[config.mk]
export PLATFORM = sky130hd
export DESIGN_NAME = pc_sequencer
export DESIGN_NICKNAME = d
export VERILOG_FILES = /design/src/rtl/pc_pkg.sv /design/src/rtl/pc_return_stack.sv /design/src/rtl/pc_sequencer.sv
export SDC_FILE = /design/constraint.sdc
export NUM_CORES = 1
export LEC_CHECK = 0
export CORE_MARGIN = 4
export CORE_UTILIZATION = 45
export DETAILED_ROUTE_END_ITERATION = 10
export GPL_TIMING_DRIVEN = 0
export SYNTH_ARGS = -nofsm -noshare
export SYNTH_HDL_FRONTEND = slang
export SYNTH_SLANG_ARGS = --single-unit
[constraint.sdc]
create_clock -name clk -period 4.69 [get_ports clk]
set_input_delay 0.938 -clock clk [delete_from_list [all_inputs] [get_ports clk]]
set_output_delay 0.938 -clock clk [all_outputs]
set_load 0.02 [all_outputs]
[src/rtl/pc_pkg.sv]
// Shared definitions for the program-counter sequencer: next-PC operation
// encodings and the decoded-operation type.
package pc_pkg;

  typedef enum logic [2:0] {
    OP_SEQ  = 3'd0,
    OP_BR   = 3'd1,
    OP_JMP  = 3'd2,
    OP_CALL = 3'd3,
    OP_RET  = 3'd4
  } op_e;

  localparam logic [2:0] OP_SEQ_C  = 3'd0;
  localparam logic [2:0] OP_BR_C   = 3'd1;
  localparam logic [2:0] OP_JMP_C  = 3'd2;
  localparam logic [2:0] OP_CALL_C = 3'd3;
  localparam logic [2:0] OP_RET_C  = 3'd4;

endpackage

[src/rtl/pc_return_stack.sv]
// Circular return-address stack: a push when full overwrites the oldest entry,
// so the most recent DEPTH addresses always come back in LIFO order.
module pc_return_stack
  import pc_pkg::*;
#(
  parameter int W     = 32,
  parameter int DEPTH = 8,
  parameter int CW    = $clog2(DEPTH) + 1
) (
  input  logic          clk,
  input  logic          reset,
  input  logic          push,
  input  logic          pop,
  input  logic [W-1:0]  push_data,
  output logic [W-1:0]  top,
  output logic [CW-1:0] count,
  output logic          full,
  output logic          empty
);

  localparam int PW = $clog2(DEPTH);

  logic [W-1:0]  mem_q [DEPTH];
  logic [PW-1:0] ptr_q, ptr_d;
  logic [PW-1:0] top_idx;
  logic [CW-1:0] count_q, count_d;

  // ptr_q points at the next free slot; the top of stack sits just below it.
  assign top_idx = ptr_q - 1'b1;
  assign top     = mem_q[top_idx];
  assign count   = count_q;
  assign full    = (count_q == CW'(DEPTH));
  assign empty   = (count_q == '0);

  always_comb begin
    ptr_d   = ptr_q;
    count_d = count_q;
    if (push) begin
      ptr_d = ptr_q + 1'b1;
      if (!full) count_d = count_q + 1'b1;
    end else if (pop && !empty) begin
      ptr_d   = ptr_q - 1'b1;
      count_d = count_q - 1'b1;
    end
  end

  always_ff @(posedge clk or posedge reset) begin
    if (reset) begin
      ptr_q   <= '0;
      count_q <= '0;
    end else begin
      ptr_q   <= ptr_d;
      count_q <= count_d;
    end
  end

  // Storage is left unreset; it is unreachable while count_q is zero.
  always_ff @(posedge clk) begin
    if (push) mem_q[ptr_q] <= push_data;
  end

endmodule

[src/rtl/pc_sequencer.sv]
// Program-counter sequencer: registered PC with sequential, relative-branch,
// jump, call and return operations backed by a circular return-address stack.
module pc_sequencer
  import pc_pkg::*;
#(
  parameter int PC_WIDTH  = 32,
  parameter int OFF_WIDTH = 16,
  parameter int STEP      = 1,
  parameter int RAS_DEPTH = 8
) (
  input  logic                         clk,
  input  logic                         reset,
  input  logic                         stall,
  input  logic [2:0]                   op,
  input  logic [OFF_WIDTH-1:0]         offset,
  input  logic [PC_WIDTH-1:0]          target,
  output logic [PC_WIDTH-1:0]          pc,
  output logic [$clog2(RAS_DEPTH):0]   ras_count,
  output logic                         ras_full,
  output logic                         ras_empty,
  output logic                         ras_overflow,
  output logic                         ras_underflow
);

  localparam int CW = $clog2(RAS_DEPTH) + 1;

  logic [PC_WIDTH-1:0]        pc_q, pc_d;
  logic                       ovf_q, ovf_d;
  logic                       unf_q, unf_d;
  logic                       push, pop;
  logic [PC_WIDTH-1:0]        ras_top;
  logic [PC_WIDTH-1:0]        pc_seq;
  logic [PC_WIDTH-1:0]        off_ext;
  logic signed [OFF_WIDTH-1:0] off_s;
  op_e                        op_sel;

  // A sized cast of a signed value sign-extends for any OFF_WIDTH <= PC_WIDTH.
  assign off_s   = offset;
  assign off_ext = PC_WIDTH'(off_s);
  assign pc_seq  = pc_q + PC_WIDTH'(STEP);
  assign op_sel  = op_e'(op);

  always_comb begin
    pc_d  = pc_q;
    ovf_d = ovf_q;
    unf_d = unf_q;
    push  = 1'b0;
    pop   = 1'b0;
    if (!stall) begin
      case (op_sel)
        OP_BR:   pc_d = pc_seq + off_ext;
        OP_JMP:  pc_d = target;
        OP_CALL: begin
          push = 1'b1;
          pc_d = target;
          if (ras_full) ovf_d = 1'b1;
        end
        OP_RET: begin
          if (ras_empty) begin
            pc_d  = pc_seq;
            unf_d = 1'b1;
          end else begin
            pop  = 1'b1;
            pc_d = ras_top;
          end
        end
        default: pc_d = pc_seq;
      endcase
    end
  end

  always_ff @(posedge clk or posedge reset) begin
    if (reset) begin
      pc_q  <= '0;
      ovf_q <= 1'b0;
      unf_q <= 1'b0;
    end else begin
      pc_q  <= pc_d;
      ovf_q <= ovf_d;
      unf_q <= unf_d;
    end
  end

  pc_return_stack #(
    .W     (PC_WIDTH),
    .DEPTH (RAS_DEPTH),
    .CW    (CW)
  ) u_ras (
    .clk       (clk),
    .reset     (reset),
    .push      (push),
    .pop       (pop),
    .push_data (pc_seq),
    .top       (ras_top),
    .count     (ras_count),
    .full      (ras_full),
    .empty     (ras_empty)
  );

  assign pc            = pc_q;
  assign ras_overflow  = ovf_q;
  assign ras_underflow = unf_q;

endmodule

==> metrics.csv, run 1 <==
metric,value,unit
die_y,188,um
antenna_left,0,
period_minus_slack,4.58,ns
maxCapViolCount,0,
leakagePower,0.00609,uW
skew,0.0204,ns
grt_pass1_vias,9768,
clk_pin_slew_worst_paths,0.06,ns
die_area,35200,um^2
setup_ws,0.114,ns
diodes,0,
clk_latency,0.51,ns
p_sw,3890,uW
antenna_found_initial,0,
combPwrFrac,41.6,%
clkPwrFrac,24.5,%
io_buffers,93,
rows,65,
cpMostUsedCell,a21o_1,
crit_slowest_cell,xnor2_1,
synth_edf_count,256,
grt_pass1_wl,64400,um
synth_flop_cell,edfxtp_1,
core-area,31700,um^2
crit_type,reg2reg,
path_cells,"and4_1, buf_6, and3_1, buf_4, nand2_1, xnor2_1, ha_1, a21o_1, or3_1, o21ai_2, o311a_4, a211oi_1, o41ai_1, a21o_1",
syn_area,14500,um^2
cts.sinks,297,
cp.buffers_inverters,2,
cellPowerDensity,609,nW/um^2
required,5.13,ns
wl_per_cell,27.2,um
ctsLongestPathBuffers,3,
path_delay_family,compound AO/OA/AOI/OAI gates,
start_util,45.8,%
synth_fp_nets,1123,
timing.final.hold_violations,0,
top_layer,met4,
setup_viol,0,
slowest_delay,0.71,ns
hold_path.class,reg2reg,
layout_commonest_cell,edfxtp_1,
worst_slew_pin_slew,1.03,ns
r2r_slack,0.11,ns
met1Wirelength,18800,um
htree_levels,2,
drc,0,
crit_arrival,5.01,ns
post_cts_buffers,0,
die_w,188,um
place_area,16300,um^2
power.total,10600,uW
critical_path.max_fanout,10,
worst_setup_path_start_kind,flip-flop,
via_count,9780,
max_freq,219,MHz
place_ws,0.0546,ns
intPower,6710,uW
finalInstanceArea,17400,um^2
ir_drop,0.000339,V
synth-seq-area-share,60.0,%
swShare,36.7,%
yosys_warnings,0,
drt_wl_total,43400,um
ys_types,77,
globalplace.congestion,0.945,
ctsHoldBuffers,0,
slew_violations,0,
yosysTopAreaCellShare,52.9,%
cts_buffers,34,
status,completed,
grt_usage,24.4,%
grt_max_degree,32,
mostFrequentLayoutCells,"edfxtp_1 (256), clkdlybuf4s50_1 (93), a21oi_1 (80)",
synth.area.top_cells,"edfxtp_1 (53%), mux4_2 (9.9%), dfrtp_1 (7.1%)",
fin_nets,1268,
rsz0062_at_grt,true,
io_pins,94,
cts-root-buf,clkbuf_16,
area_growth,19.9,%
viasPerCell,6.14,
syn_area_per_cell,14.2,um^2
globalRoute.totalOverflow,0,
seq_power_share,33.8,%
drtIter0Drc,867,
wl_met3,2850,um
end_kind,flip-flop,
timing.hold.ws,0.461,ns
synth_area_leader_cell,edfxtp_1,
ys_ff_latch,297,
dr.pass1.iters,5,
route.met2.wl,20800,um
max-slew-margin-rel,30.9,%
cts_tree,done,
async_reset_ff_share,13.8,%
drive_gt1_share,15.3,%
postSynthCellCount,1022,
dp_hpwl,30800,um
period_share,97.6,%
-- flip-flops by register name (all words and copies together), names as in the netlist --
register,flops
ras_overflow,1
u_ras.count,4
u_ras.ptr_q,3
ras_underflow,1
u_ras.mem_q,256
pc,32
-- power groups by stage --
stage | logic, uW | clock network (uW) | registers (uW)
2_1_floorplan | 2850 | 0 | 3660
3_3_place_gp | 4330 | 0 | 3630
3_5_place_dp | 4400 | 0 | 3620
4_1_cts | 4420 | 2640 | 3570
5_1_grt | 4750 | 2770 | 3610
6_report | 4410 | 2600 | 3580
-- cells by family after synthesis --
| family | Yosys count | share of synthesized area, % |
|---|---|---|
| adders and majority gates | 47 | 4.15 |
| muxes | 86 | 11.5 |
| DFF | 297 | 60.0 |
| xor gates and xnor gates | 58 | 3.55 |
| AOI/OAI and AO/OA | 249 | 11.3 |
| and+or+nand+nor | 201 | 7.18 |
| buffers and inverters | 84 | 2.40 |
-- path summary, 6_finish.rpt --
kind                            depth (start not counted)          start              to
worst max register to register                         14          pc[2]          pc[24]
max in group asynchronous                               3          reset          pc[16]
worst min register to register                          1  ras_underflow   ras_underflow
worst max-delay path                                   14          pc[2]          pc[24]
worst min-delay path                                    1  ras_underflow   ras_underflow
min in group asynchronous                               2          reset  u_ras.count[2]
-- routing by layer --
metal  vias up  global-route usage, %
li1       4312                      -
met1      5010                   35.5
met2       402                   39.7
met3        56                   3.63
met4         0                   5.28
met5         -                      0
-- final cells by class --
type	instances	area [um^2]
plain buffers	48	214
clock buffers	46	927
clock inverters	15	165
fillers	2595	14300
inverters	36	135
multi-input cells	641	5560
flip-flops and latches	297	8710
well taps	402	503
repair buffers	109	1200
-- worst reg2reg max path, cell delays in order, from the launching register on --
cell	delay, ns
dfrtp_1	0.52
and4_1	0.26
buf_6	0.14
and3_1	0.16
buf_4	0.16
nand2_1	0.09
xnor2_1	0.71
ha_1	0.46
a21o_1	0.22
or3_1	0.32
o21ai_2	0.28
o311a_4	0.28
a211oi_1	0.15
o41ai_1	0.60
a21o_1	0.20
-- what timing repair did --
action / CTS / global route
hold endpoints to repair: 0 / 0
gates resized for setup: 0 / 5
setup endpoints to repair: 0 / 6
-- cell usage after synthesis, drive strengths merged (3+ instances only) --
master,n
edfxtp,256
or3,4
inv,36
a2bb2oi,8
xnor2,44
nand4,17
o21ai,63
a21oi,80
nand2,66
nor3,7
nor2b,5
and2,5
o221ai,3
mux2i,20
nand3,20
a221oi,16
ha,45
xor2,14
and3,11
a21o,12
o211ai,4
clkbuf,24
a41oi,3
o22ai,3
and4,4
nand2b,4
a22oi,7
o32a,4
o21a,10
mux4,64
o21bai,5
a211oi,9
nor4b,3
buf,24
dfrtp,41
nor2,47
-- metrics by stage --
step                      utilization, %  std cells  TNS, ns
after floorplan                        -       1022        0
after global placement              50.3       1517  -492.99
after detailed placement            51.3       1533        0
after CTS                           54.8       1594        0
after global routing                54.9       1594  -0.0945
final                               54.9       1594        0
No activity file was read; power rests on OpenSTA's default activity.
==> inputs of run 2 (changes only) <==
--- a/config.mk
+++ b/config.mk
@@ -11,4 +11,5 @@
 export GPL_TIMING_DRIVEN = 0
 export SYNTH_ARGS = -nofsm -noshare
 export SYNTH_HDL_FRONTEND = slang
+export SYNTH_HIERARCHICAL = 1
 export SYNTH_SLANG_ARGS = --single-unit
==> run 2 against run 1 <==
Against the previous run: the flow now finishes with violations (capacitance limit); routed wire length decreased by 4.1%; sequential cell count stayed put; first-iteration DRC count rose by 8.2%.
==> metrics.csv, run 2 <==
metric,value,unit,change
drive_gt1_share,11.9,%,-3.3 points
grt_usage,23.0,%,-1.4 points
ys_types,69,,-10%
yosys_warnings,6,,+6
period_minus_slack,4.56,ns,-0.0116 ns
violations,capacitance limit,,
ctsHoldBuffers,0,,unchanged
synth-seq-area-share,59.4,%,-0.59 points
rsz0062_at_grt,false,,
clk_pin_slew_worst_paths,0.06,ns,about the same
htree_levels,1,,-1
async_reset_ff_share,13.8,%,unchanged
max_freq,219,MHz,+0.25%
worst_slew_pin_slew,1.48,ns,+0.449 ns
die_y,189,um,+0.47%
intPower,6510,uW,-3.0%
io_pins,94,,unchanged
skew,0.0133,ns,-0.00713 ns
path_cells,"clkdlybuf4s50_1, nor2b_1, clkbuf_1, clkbuf_2, and3_1, clkbuf_1, nand2_1, nor3_4, buf_8, buf_8",,
die_w,189,um,+0.47%
diodes,0,,unchanged
layout_commonest_cell,edfxtp_1,,
rows,65,,unchanged
crit_slowest_cell,clkbuf_2,,
cts-root-buf,clkbuf_16,,
fillCellCount,2571,,-0.92%
synth_fp_nets,1083,,-3.6%
cp.buffers_inverters,6,,+4
combPwrFrac,42.6,%,+1.0 points
antenna_left,0,,unchanged
dr.pass1.iters,5,,unchanged
timing.final.hold_violations,0,,unchanged
core-area,31900,um^2,+0.51%
cellPowerDensity,586,nW/um^2,-3.8%
path_delay_family,buffers and inverters,,
cts_tree,done,,
end_kind,flip-flop,,
syn_area,14700,um^2,+0.99%
clkPwrFrac,22.7,%,-1.8 points
required,4.96,ns,-0.17 ns
cts.sinks,297,,unchanged
mostFrequentLayoutCells,"edfxtp_1 (256), clkdlybuf4s50_1 (92), a21oi_1 (73)",,
globalplace.congestion,0.861,,-8.9%
ir_drop,0.000394,V,+16%
grt_pass1_vias,9470,,-3.1%
grt_pass1_wl,61200,um,-4.9%
via_count,9610,,-1.7%
cts_buffers,31,,-8.8%
largest_register,u_ras/mem_q,,
die_area,35500,um^2,+0.95%
drt_wl_total,41600,um,-4.1%
leakagePower,0.00620,uW,+1.8%
swShare,36.3,%,-0.38 points
critical_path.max_fanout,19,,+9
yosysTopAreaCellShare,52.4,%,-0.52 points
post_cts_buffers,0,,unchanged
crit_type,in2reg,,
finalSetupTns,0,ns,unchanged
largest_reg_flops,256,,unchanged
hold_path.class,reg2reg,,
synth_flop_cell,edfxtp_1,,
setup_viol,0,,unchanged
globalRoute.totalOverflow,0,,unchanged
yosysMostFrequentCell,edfxtp_1,,
crit_arrival,4.83,ns,-0.18 ns
timing.hold.ws,0.455,ns,-0.00557 ns
start_util,46.0,%,+0.22 points
area_growth,19.0,%,
synth_edf_count,256,,unchanged
seq_power_share,34.6,%,+0.8 points
dp_hpwl,28600,um,-7.2%
ys_ff_latch,297,,unchanged
p_sw,3710,uW,-4.6%
io_buffers,92,,-1.1%
grt_max_degree,35,,+9.4%
status,"complete, but fails checks",,
ctsLongestPathBuffers,3,,unchanged
maxCapViolCount,1,,+1
slowest_delay,0.65,ns,-0.06 ns
fin_nets,1219,,-3.9%
drtIter0Drc,938,,+8.2%
postSynthCellCount,982,,-3.9%
max-slew-margin-rel,0.504,%,-30 points
synth.area.top_cells,"edfxtp_1 (52%), mux4_1 (11%), dfrtp_1 (7.0%)",,
viasPerCell,6.10,,-0.62%
wl_per_cell,26.4,um,-3.0%
slew_violations,0,,unchanged
synth_area_leader_cell,edfxtp_1,,
antenna_found_initial,0,,unchanged
period_share,97.3,%,-0.25 points
clk_latency,0.57,ns,+0.06 ns
drc,0,,unchanged
syn_area_per_cell,14.9,um^2,+5.1%
synth_common_cells,"edfxtp_1 (256), a21oi_1 (73), mux4_1 (61), nand2_1 (50)",,
worst_setup_path_start_kind,input pin,,
## run 2: cell types whose count changed after synthesis, moves of 8 or more
cell     before  now
mux2_2        2   33
o21ai_0      51   32
mux4_2       64    3
mux2i_1      20    1
o21a_1        9    1
xor2_1       14   23
o21ai_1      10    2
nand2_1      65   50
a221o_1       2   16
mux4_1        0   61
buf_2        18    4
## run 2: power groups by stage
stage	Sequential [uW]	Combinational, uW	Clock, uW
6_report	3540	4360	2320
5_1_grt	3560	4660	2480
4_1_cts	3530	4330	2370
3_5_place_dp	3580	4300	0
3_3_place_gp	3580	4200	0
2_1_floorplan	3620	2790	0
## run 2: per-stage QoR
stage | area [um^2] | cells | worst slack [ns] | power, uW | util (%)
floorplan | 14700 | 982 | 0.241 | 6410 | -
global placement | 16100 | 1509 | -3.29 | 7780 | 50.6
detailed placement | 16400 | 1521 | -1.25 | 7880 | 51.6
CTS | 17400 | 1576 | 0.0511 | 10200 | 54.6
global route | 17400 | 1576 | 0.0115 | 10700 | 54.7
finish | 17400 | 1576 | 0.125 | 10200 | 54.7
## run 2: per-layer routing
| metal | vias up | part of all wire (%) | track usage (%) | wire, um |
|---|---|---|---|---|
| met5 | - | 0 | 0 | 0 |
| met4 | 0 | 3.2 | 6.95 | 1340 |
| met3 | 71 | 7.1 | 3.09 | 2960 |
| met2 | 408 | 45 | 35.2 | 18500 |
| met1 | 4915 | 45 | 34.7 | 18800 |
| li1 | 4216 | - | - | - |
## run 2: kinds of logic after synthesis
kind of cell / synth area share, %
compound gates: 9.94
xor+xnor: 3.52
buf+inv: 2.57
simple gates: 6.47
mux: 14.0
fa+ha+maj: 4.11
flops: 59.4
## run 2: area by class of cell
cell class / instances / area (um^2) / area share, %
Clock buffer: 36 / 795 / 4.55
Multi-Input combinational cell: 602 / 5720 / 32.8
Timing Repair Buffer: 104 / 1160 / 6.63
Sequential cell: 297 / 8710 / 49.9
Tap cell: 435 / 544 / 3.12
Buffer: 42 / 224 / 1.28
Inverter: 40 / 150 / 0.860
Clock inverter: 20 / 150 / 0.860
## run 2: path summary, 6_finish.rpt
| check | start | endpoint | slack (ns) | depth (start not counted) |
|---|---|---|---|---|
| max in group asynchronous | reset | pc[15] | 3.21 | 2 |
| hold reg to reg | ras_overflow | ras_overflow | 0.46 | 1 |
| hold / removal | ras_overflow | ras_overflow | 0.46 | 1 |
| setup / recovery | op[1] | u_ras/mem_q[4][15] | 0.13 | 10 |
| min in group asynchronous | reset | u_ras/ptr_q[0] | 0.66 | 2 |
| setup reg to reg | pc[5] | pc[28] | 0.30 | 14 |
## run 2: repair_timing
item | CTS | global route
endpoints found under the setup margin | 271 | 7
pin swaps | 0 | 1
gates resized for setup | 3 | 8
